## src/rtl/stack_cmd_ctrl.sv

```systemverilog
// stack_cmd_ctrl
//   Command-level master for a registered-output LIFO. Converts one CPU-side
//   stack command (PUSH, POP, SWAP, DUP) into a timed sequence of push/pop
//   strobes and returns a one-cycle done/err/rsp_data response.
//   Legality (overflow/underflow) is decided from lifo_count at the accept
//   edge; an illegal command produces no strobes.
//
// Ports
//   clock, reset        : rising-edge clock, synchronous active-high reset
//   cmd_valid/cmd_ready : command handshake, accepted when both are high
//   cmd_op              : 00 PUSH, 01 POP, 10 SWAP, 11 DUP
//   cmd_data            : PUSH operand
//   done/err/rsp_data   : one-cycle completion response
//   lifo_push/lifo_pop  : strobes to the LIFO (never both high)
//   lifo_data           : write data to the LIFO
//   lifo_q              : LIFO read data, valid the cycle after a pop strobe
//   lifo_empty/full     : LIFO flags (not used by the controller)
//   lifo_count          : LIFO occupancy, 0..DEPTH
module stack_cmd_ctrl #(
  parameter int DEPTH = 16,
  parameter int WIDTH = 16,
  parameter int CW    = 5
) (
  input  logic             clock,
  input  logic             reset,
  input  logic             cmd_valid,
  output logic             cmd_ready,
  input  logic [1:0]       cmd_op,
  input  logic [WIDTH-1:0] cmd_data,
  output logic             done,
  output logic             err,
  output logic [WIDTH-1:0] rsp_data,
  output logic             lifo_push,
  output logic             lifo_pop,
  output logic [WIDTH-1:0] lifo_data,
  input  logic [WIDTH-1:0] lifo_q,
  input  logic             lifo_empty,
  input  logic             lifo_full,
  input  logic [CW-1:0]    lifo_count
);

  typedef enum logic [3:0] {
    IDLE, ERR, PUSH1, POP1, POP2, SW1, SW2, SW3, SW4, DP1, DP2, DP3, DONE
  } state_t;

  typedef enum logic [1:0] {
    OP_PUSH = 2'b00,
    OP_POP  = 2'b01,
    OP_SWAP = 2'b10,
    OP_DUP  = 2'b11
  } op_t;

  state_t           r_state;
  logic             r_done;
  logic             r_err;
  logic [WIDTH-1:0] r_rsp_data;
  logic             r_lifo_push;
  logic             r_lifo_pop;
  logic [WIDTH-1:0] r_lifo_data;
  logic [WIDTH-1:0] r_tmp_a;
  logic             r_dup_bypass;
  logic             w_illegal;
  logic             w_unused_flags;

  // Flags are carried for interface compatibility only; legality uses the count.
  assign w_unused_flags = lifo_empty ^ lifo_full;

  assign cmd_ready = (r_state == IDLE) && !reset;
  assign done      = r_done;
  assign err       = r_err;
  assign rsp_data  = r_rsp_data;
  assign lifo_push = r_lifo_push;
  assign lifo_pop  = r_lifo_pop;
  // DUP pushes A in the very cycle A first appears on lifo_q, so the first
  // DUP push forwards lifo_q; every other push uses the registered data.
  assign lifo_data = r_dup_bypass ? lifo_q : r_lifo_data;

  always_comb begin
    w_illegal = 1'b0;
    case (cmd_op)
      OP_PUSH: w_illegal = (lifo_count == CW'(DEPTH));
      OP_POP:  w_illegal = (lifo_count == '0);
      OP_SWAP: w_illegal = (lifo_count < CW'(2));
      OP_DUP:  w_illegal = (lifo_count == '0) || (lifo_count == CW'(DEPTH));
      default: w_illegal = 1'b0;
    endcase
  end

  always_ff @(posedge clock) begin
    if (reset) begin
      r_state      <= IDLE;
      r_done       <= 1'b0;
      r_err        <= 1'b0;
      r_rsp_data   <= '0;
      r_lifo_push  <= 1'b0;
      r_lifo_pop   <= 1'b0;
      r_lifo_data  <= '0;
      r_tmp_a      <= '0;
      r_dup_bypass <= 1'b0;
    end else begin
      case (r_state)
        IDLE: begin
          if (cmd_valid) begin
            if (w_illegal) begin
              r_done     <= 1'b1;
              r_err      <= 1'b1;
              r_rsp_data <= '0;
              r_state    <= ERR;
            end else begin
              case (cmd_op)
                OP_PUSH: begin
                  r_lifo_push <= 1'b1;
                  r_lifo_data <= cmd_data;
                  r_tmp_a     <= cmd_data;
                  r_state     <= PUSH1;
                end
                OP_POP: begin
                  r_lifo_pop <= 1'b1;
                  r_state    <= POP1;
                end
                OP_SWAP: begin
                  r_lifo_pop <= 1'b1;
                  r_state    <= SW1;
                end
                default: begin
                  r_lifo_pop <= 1'b1;
                  r_state    <= DP1;
                end
              endcase
            end
          end
        end
        ERR: begin
          r_done  <= 1'b0;
          r_err   <= 1'b0;
          r_state <= IDLE;
        end
        PUSH1: begin
          r_lifo_push <= 1'b0;
          r_done      <= 1'b1;
          r_err       <= 1'b0;
          r_rsp_data  <= r_tmp_a;
          r_state     <= DONE;
        end
        POP1: begin
          r_lifo_pop <= 1'b0;
          r_state    <= POP2;
        end
        POP2: begin
          // Popped value goes straight to the response; tmp_a keeps a copy.
          r_tmp_a    <= lifo_q;
          r_done     <= 1'b1;
          r_err      <= 1'b0;
          r_rsp_data <= lifo_q;
          r_state    <= DONE;
        end
        SW1: begin
          // Second pop strobe: lifo_pop stays high.
          r_state <= SW2;
        end
        SW2: begin
          r_lifo_pop  <= 1'b0;
          r_tmp_a     <= lifo_q;
          r_lifo_data <= lifo_q;
          r_lifo_push <= 1'b1;
          r_state     <= SW3;
        end
        SW3: begin
          // B is pushed straight from lifo_q; no separate holding register.
          r_lifo_data <= lifo_q;
          r_state     <= SW4;
        end
        SW4: begin
          r_lifo_push <= 1'b0;
          r_done      <= 1'b1;
          r_err       <= 1'b0;
          r_rsp_data  <= r_tmp_a;
          r_state     <= DONE;
        end
        DP1: begin
          r_lifo_pop   <= 1'b0;
          r_lifo_push  <= 1'b1;
          r_dup_bypass <= 1'b1;
          r_state      <= DP2;
        end
        DP2: begin
          r_tmp_a      <= lifo_q;
          r_lifo_data  <= lifo_q;
          r_dup_bypass <= 1'b0;
          r_state      <= DP3;
        end
        DP3: begin
          r_lifo_push <= 1'b0;
          r_done      <= 1'b1;
          r_err       <= 1'b0;
          r_rsp_data  <= r_tmp_a;
          r_state     <= DONE;
        end
        DONE: begin
          r_done  <= 1'b0;
          r_err   <= 1'b0;
          r_state <= IDLE;
        end
        default: r_state <= IDLE;
      endcase
    end
  end

endmodule
```

## config.mk

```make
export PLATFORM = sky130hd
export DESIGN_NAME = stack_cmd_ctrl
export DESIGN_NICKNAME = d
export VERILOG_FILES = /design/src/rtl/stack_cmd_ctrl.sv
export SDC_FILE = /design/constraint.sdc
export NUM_CORES = 1
export LEC_CHECK = 0
export ABC_CLOCK_PERIOD_IN_PS = 1900
export CORE_ASPECT_RATIO = 0.5
export CORE_UTILIZATION = 44
export CTS_CLUSTER_DIAMETER = 60
export DETAILED_ROUTE_END_ITERATION = 10
export GPL_ROUTABILITY_DRIVEN = 1
export MAX_ROUTING_LAYER = met4
export PLACE_DENSITY = 0.73
export SYNTH_ARGS = -nofsm -noshare
export SYNTH_HDL_FRONTEND = slang
export SYNTH_SLANG_ARGS = --single-unit
```

## constraint.sdc

```tcl
create_clock -name clock -period 1.9 [get_ports clock]
set_clock_uncertainty 0.05 [all_clocks]
set_input_delay 0.19 -clock clock [delete_from_list [all_inputs] [get_ports clock]]
set_output_delay 0.19 -clock clock [all_outputs]
set_load 0.01 [all_outputs]
```

==> summary.md <==
| Metric | Value |
|---|---|
| Post-synth EDFFs | 0 |
| WL met3 | 380 µm |
| CTS tree | yes |
| Final number of hold-violating endpoints | 0 |
| Vias per cell | about 5.6 |
| Num Clock Sinks | 57 |
| Crit-path max FO | 3 |
| R2r startpoint | r_state[2] |
| Worst-Margin Slew | just under 0.5 ns |
| Final RePlAce weighted congestion | 0.8189 |
| DR top layer | met4 |
| Buffers on Ports | 78 |
| Flop pwr share | 24.7% |
| Outcome | complete, no violations |
| Synth unique cells | 52 |
| Nets | 488 |
| Ranking of synthesized cells by instance count | 57 x dfxtp_1, 34 x inv_1, 27 x o21ai_1 |
| Post-synth top area share | 37.56% |
| DR vias | 3,012 |
| DIE HEIGHT | 60.76 µm |
| Total congestion overflow | 0 |
| Initial Util | a little under half |
| DP Area | 4064 µm² |
| Fraction of registers with async set/reset | 0% |
| Final worst-path cycle share | 96.35% |
| Hold Crit Class | flip-flop to flip-flop |
| Place WS | -0.1361 ns |
| Share of power burned in the clock network | between 20% and 30% |
| Worst-Skew Late Latency | ~0.33 ns |
| Layout cell share with drive strength beyond 1 | about 20% |
| CTS H-tree depth | 3 |
| Final WS setup | 0.06936 ns |
| Mapped Area | 3038 µm² |
| Worst VDD drop | ~830 µV |
| Drt first pass iters | 4 |
| Final min period | 1.831 ns |
| Slew Viols, Final | 0 |
| CP Class | flip-flop to primary output |
| NetSw | 2.633 mW |
| Register area share after synthesis | roughly 38% |
| Largest net degree at the start of global routing | 34 |
| Final Cell Area | roughly 4400 µm² |
| Largest area contributor in the netlist | dfxtp_1 |
| Synthesized flop and latch total | 57 |
| Std-Cell Core Area | 6356 µm² |
| Slew HR | 67.29% |
| Total internal power | 4.455 mW |
| Die X | 119.5 µm |
| First-pass GRT wire length | 14.26 mm |
| Final wirelength | 8.815 mm |
| Ys flop type | dfxtp_1 |
| WL met1 | approximately 4 mm |
| CTS Hold Bufs | 0 |
| TritonCTS Buffers | 9 |
| Number of global-route vias before repair | a little under 3,000 |
| Setup violators final | 0 |
| Leakage dissipation | 1.912 nW |
| Clk slew on worst S/H paths | 0.05 ns |
| Critical path capture point type | primary output |
| Max Cap Violations | 0 |
| Crit path DAT | 1.59 ns |
| Sw frac | between 30% and 40% |
| Die ar. | around 7300 µm² |
| DRC Markers | 0 |
| DRT iter0 DRCs | around 200 |
| Design Power | around 7.1 mW |
| Critical Path Source Type | flip-flop |
| Fmax | roughly 550 MHz |
| Routed WL per cell | ~16 µm |
| Routed wl met2 | 4.287 mm |
| Yosys warning total | 0 |
| Rows | 20 |
| Count leader, synth | dfxtp_1 |
| Pwr dens | 1599 nW/µm² |
| Min-delay src | rsp_data[13] |
| Synth area leaders | dfxtp_1 38%, mux2_2 5.9%, a22oi_1 5.4% |
| CTS Root Cell | clkbuf_16 |
| Net Count, Synth | 397 |
| Critical path data required time | 1.66 ns |
| Top-level I/O count | between 80 and 90 |
| Final ANT Viol Nets | 0 |
| Crit path launch | r_state[0] |
| Clk buf depth | 2 |
| Mapped Cells | 353 |
| Avg Cell Area, Syn | 8.606 µm² |
| Ant diodes | 0 |
| DP Wirelength | 5.931 mm |
| Total GRT Usage | a little over a quarter |
| Area Overhead vs Synth | 45.92% |
| Initial antenna violation count | 0 |
| # fillers | 513 |
| Combinational share of power | 50.6% |
[power groups by stage]
stage | Sequential, mW | Combinational, mW | Clock [mW]
after CTS | 1.75 | 3.53 | 1.77
after global routing | 1.79 | 3.90 | 1.83
after detailed placement | 1.76 | 3.52 | 0
after floorplan | 1.79 | 2.16 | 0
after global placement | 1.74 | 3.43 | 0
final | 1.75 | 3.59 | 1.75
[per-layer routing]
layer / vias to the layer above / GRT usage, %
li1: 1473 / -
met1: 1455 / 30.94
met2: 72 / 44.51
met3: 12 / 8.365
met4: 0 / 9.643
met5: - / -
[cell families (layout without fill, tap and decap cells)]
family,after synthesis,after routing,synth area share (%)
AOI/OAI and AO/OA,151,151,35.79
and+or+nand+nor,60,60,10.42
DFF,57,57,37.56
muxes,16,16,5.931
buffers and inverters,64,160,8.855
xor gates and xnor gates,5,5,1.442
[final timing paths]
path / endpoint / slack, ns / cells past startpoint
worst max-delay path: cmd_ready / 0.07 / 3
worst min-delay path: rsp_data[13] / 0.40 / 2
worst max register to register: rsp_data[7] / 0.12 / 6
worst min register to register: rsp_data[13] / 0.40 / 2
[timing repair]
| item | 4_1_cts | 5_1_grt |
|---|---|---|
| setup endpoints to repair | 47 | 29 |
| cloned | 1 | 0 |
| pin swaps | 0 | 1 |
| setup buffers | 0 | 2 |
| resized for setup | 22 | 6 |
[worst max-delay path, cell delays in order, from the launching register on]
cell and delay (ns):
dfxtp_1 0.30, or4_4 0.57, nor2_4 0.11, dlygate4sd2_1 0.27
[per-stage QoR]
step | util, % | hold WS [ns] | instances | setup TNS, ns
6_report | 69.74 | 0.4008 | 537 | 0
5_1_grt | 69.74 | 0.4266 | 537 | -0.0003593
4_1_cts | 69.15 | 0.4057 | 535 | 0
3_5_place_dp | 63.94 | 0.3963 | 518 | -4.547
3_3_place_gp | 63.94 | 0.3901 | 518 | -2.292
2_1_floorplan | - | 0.2363 | 353 | 0
[sequential cells by signal (all words and copies together), names as in the netlist]
name          cells
done              1
r_state           4
rsp_data         16
r_dup_bypass      1
err               1
lifo_push         1
r_tmp_a          16
r_lifo_data      16
lifo_pop          1
[area by class of cell]
| class | instances | area, µm² | area share, % |
|---|---|---|---|
| Timing Repair Buffer | 109 | 1070 | 24.13 |
| Clock buffer | 11 | 242.7 | 5.476 |
| Multi-Input combinational cell | 232 | 1658 | 37.40 |
| Clock inverter | 5 | 78.83 | 1.778 |
| Sequential cell | 57 | 1142 | 25.77 |
| Inverter | 35 | 131.4 | 2.964 |
| Tap cell | 88 | 110.1 | 2.484 |
[cells in the final DEF, fill, tap and decap left out, drive strengths merged, types with 17 or more instances in the layout]
master	count
clkdlybuf4s50	61
dfxtp	57
o21ai	37
inv	35
a22oi	32
buf	31
a21oi	22
nand2	21
o22ai	17
(Power assumes the default switching activity.)
==> RTL change (same flow settings) <==
The parameter `WIDTH` goes from 16 to 32.
--- a/src/rtl/stack_cmd_ctrl.sv
+++ b/src/rtl/stack_cmd_ctrl.sv
@@ -20,3 +20,3 @@
   parameter int DEPTH = 16,
-  parameter int WIDTH = 16,
+  parameter int WIDTH = 32,
   parameter int CW    = 5
Ports: changed (resized cmd_data, lifo_data, lifo_q and rsp_data); port bits go from 81 to 145. No check against the original RTL was run, so the function may have changed too.
==> RTL change against the original RTL <==
The run now ends with negative setup slack left. Sequential share of layout area grew 0.96 points. Sequential cell count grew 48. Clock power grew 8%. Sequential power rose by 94%. Non-clock buffer count grew 82. Die area is 82% higher. Via count up 72%. Area after synthesis is 84% higher. Routed wire length grew 92%. Total power up 70%. Worst setup slack worse by 150 ps. Cell area is 78% higher. Critical endpoint is now rsp_data[26]$_SDFFE_PP0P_.
==> RTL change: results (changes against the original RTL) <==
Placement
  – RD Place Congestion: 0.890 (+8.7%)
  – Dpl hpwl: 10.6 mm (+78%)
  – Post-place setup slack: -260 ps (-124 ps)
  – Count of input and output buffers: 142 (+82%)

Detailed routing
  – Drt pass-1 iters: 7 (+3)
  – Wire per inst: 19.1 um (+17%)
  – DR iter-0 viols: 442 (+120%)
  – DR vias/cell: 5.88 (+4.9%)

STA
  – Setup ws final: -77.9 ps (-147 ps)
  – Final Setup Violations: 40 (+40)
  – Max-slew headroom: 69.0% (+1.7 points)
  – Setup TNS: -1550 ps (-1550 ps)

Cells and area
  – # nets final: 789 (+62%)
  – ANT cells: 0 (unchanged)
  – Filler cells: 971 (+89%)
  – Layout cells sized above 1: 24.9% (+5.3 points)

Logic synthesis
  – Commonest cells in the synthesized netlist: 105 x dfxtp_1, 75 x nand2_1, 67 x nor3_1
  – Synth cell types: 48 (-7.7%)
  – Syn_nets: 652 (+64%)
  – Sequential fraction of the synthesis area: 37.6% (about the same)
  – Synth area leaders: dfxtp_1 38%, a311oi_2 7.5%, a211oi_2 6.7%

Min path
  – Hold Path Depth: 2 (unchanged)
  – Worst min path class: in -> reg
  – Hold Startpoint: reset
  – Worst Hold End: done$_SDFFE_PP0P_

Run status
  – Failing checks: negative setup slack
  – Status: complete, but fails checks

Setup path
  – Reg2reg start: r_state[0]$_SDFFE_PP0P_
  – Worst EP arrival: 2210 ps (+620 ps)
  – CP endpoint: rsp_data[26]$_SDFFE_PP0P_
  – R2R depth: 7 (+1)
  – Worst-path fanout max: 16 (+13)

CTS
  – CTS clk-pin slew, worst paths: 70 ps (+20 ps)
  – Skew-Pair Late Insertion Delay: 350 ps (+20 ps)

Global route
  – First-pass GRT wire length: 25.9 mm (+82%)
  – Largest net degree at the start of global routing: 71 (+110%)
  – Total GRT Usage: 25.8% (-0.87 points)
  – Initial antenna violation count: 0 (unchanged)
  – Number of global-route vias before repair: 5038 (+69%)

Pwr
  – VDD IR max: 793 uV (-4.2%)
  – P_leak: 2.87 nW (+50%)
## RTL change: routing by layer
metal,vias up,global-route usage (%),wire (um)
met4,0,6.70,280
li1,2459,-,-
met5,-,-,0
met2,170,42.7,7890
met3,35,5.51,927
met1,2531,32.3,7810
## RTL change: cells by family after synthesis
logic type	Yosys count	share of synthesized area (%)
flops	105	37.6
simple gates	175	14.5
compound gates	160	28.8
mux	64	12.2
buf+inv	68	6.18
xor+xnor	4	0.761
## RTL change: timing repair
item                       4_1_cts  5_1_grt
setup endpoints to repair      116       96
pin swaps                        2        0
cloned                           2        3
setup buffers                    2        0
gates resized for setup         49        7
## RTL change: stage by stage
step | hold WS [ps] | instance area, um2 | cells | utilization, %
floorplan | 290 | 5600 | 576 | -
global placement | 397 | 7420 | 860 | 61.4
CTS | 51.7 | 7800 | 880 | 64.5
global route | 67.2 | 7910 | 883 | 65.4
detailed placement | 401 | 7420 | 860 | 61.4
finish | 61.3 | 7910 | 883 | 65.4
## RTL change: cell type report
| cell class | count | area share (%) |
|---|---|---|
| multi-input combinational | 403 | 40.5 |
| clock buffer | 12 | 3.37 |
| timing repair buffer | 191 | 26.2 |
| clock inverter | 4 | 0.427 |
| sequential | 105 | 26.7 |
| tap | 165 | 2.61 |
| inverter | 3 | 0.142 |
## RTL change: report_power, final
| group | internal, W | switching (W) |
|---|---|---|
| registers | 0.00294 | 0.000453 |
| clock network | 0.00101 | 0.000880 |
| logic | 0.00329 | 0.00346 |
## RTL change: critical path: stages, from the launching register on
cell and delay (ps):
dfxtp_2 370, buf_4 180, nor2_1 180, nand2_2 120
a211o_4 310, a21oi_4 300, clkbuf_16 260, o2bb2ai_1 120
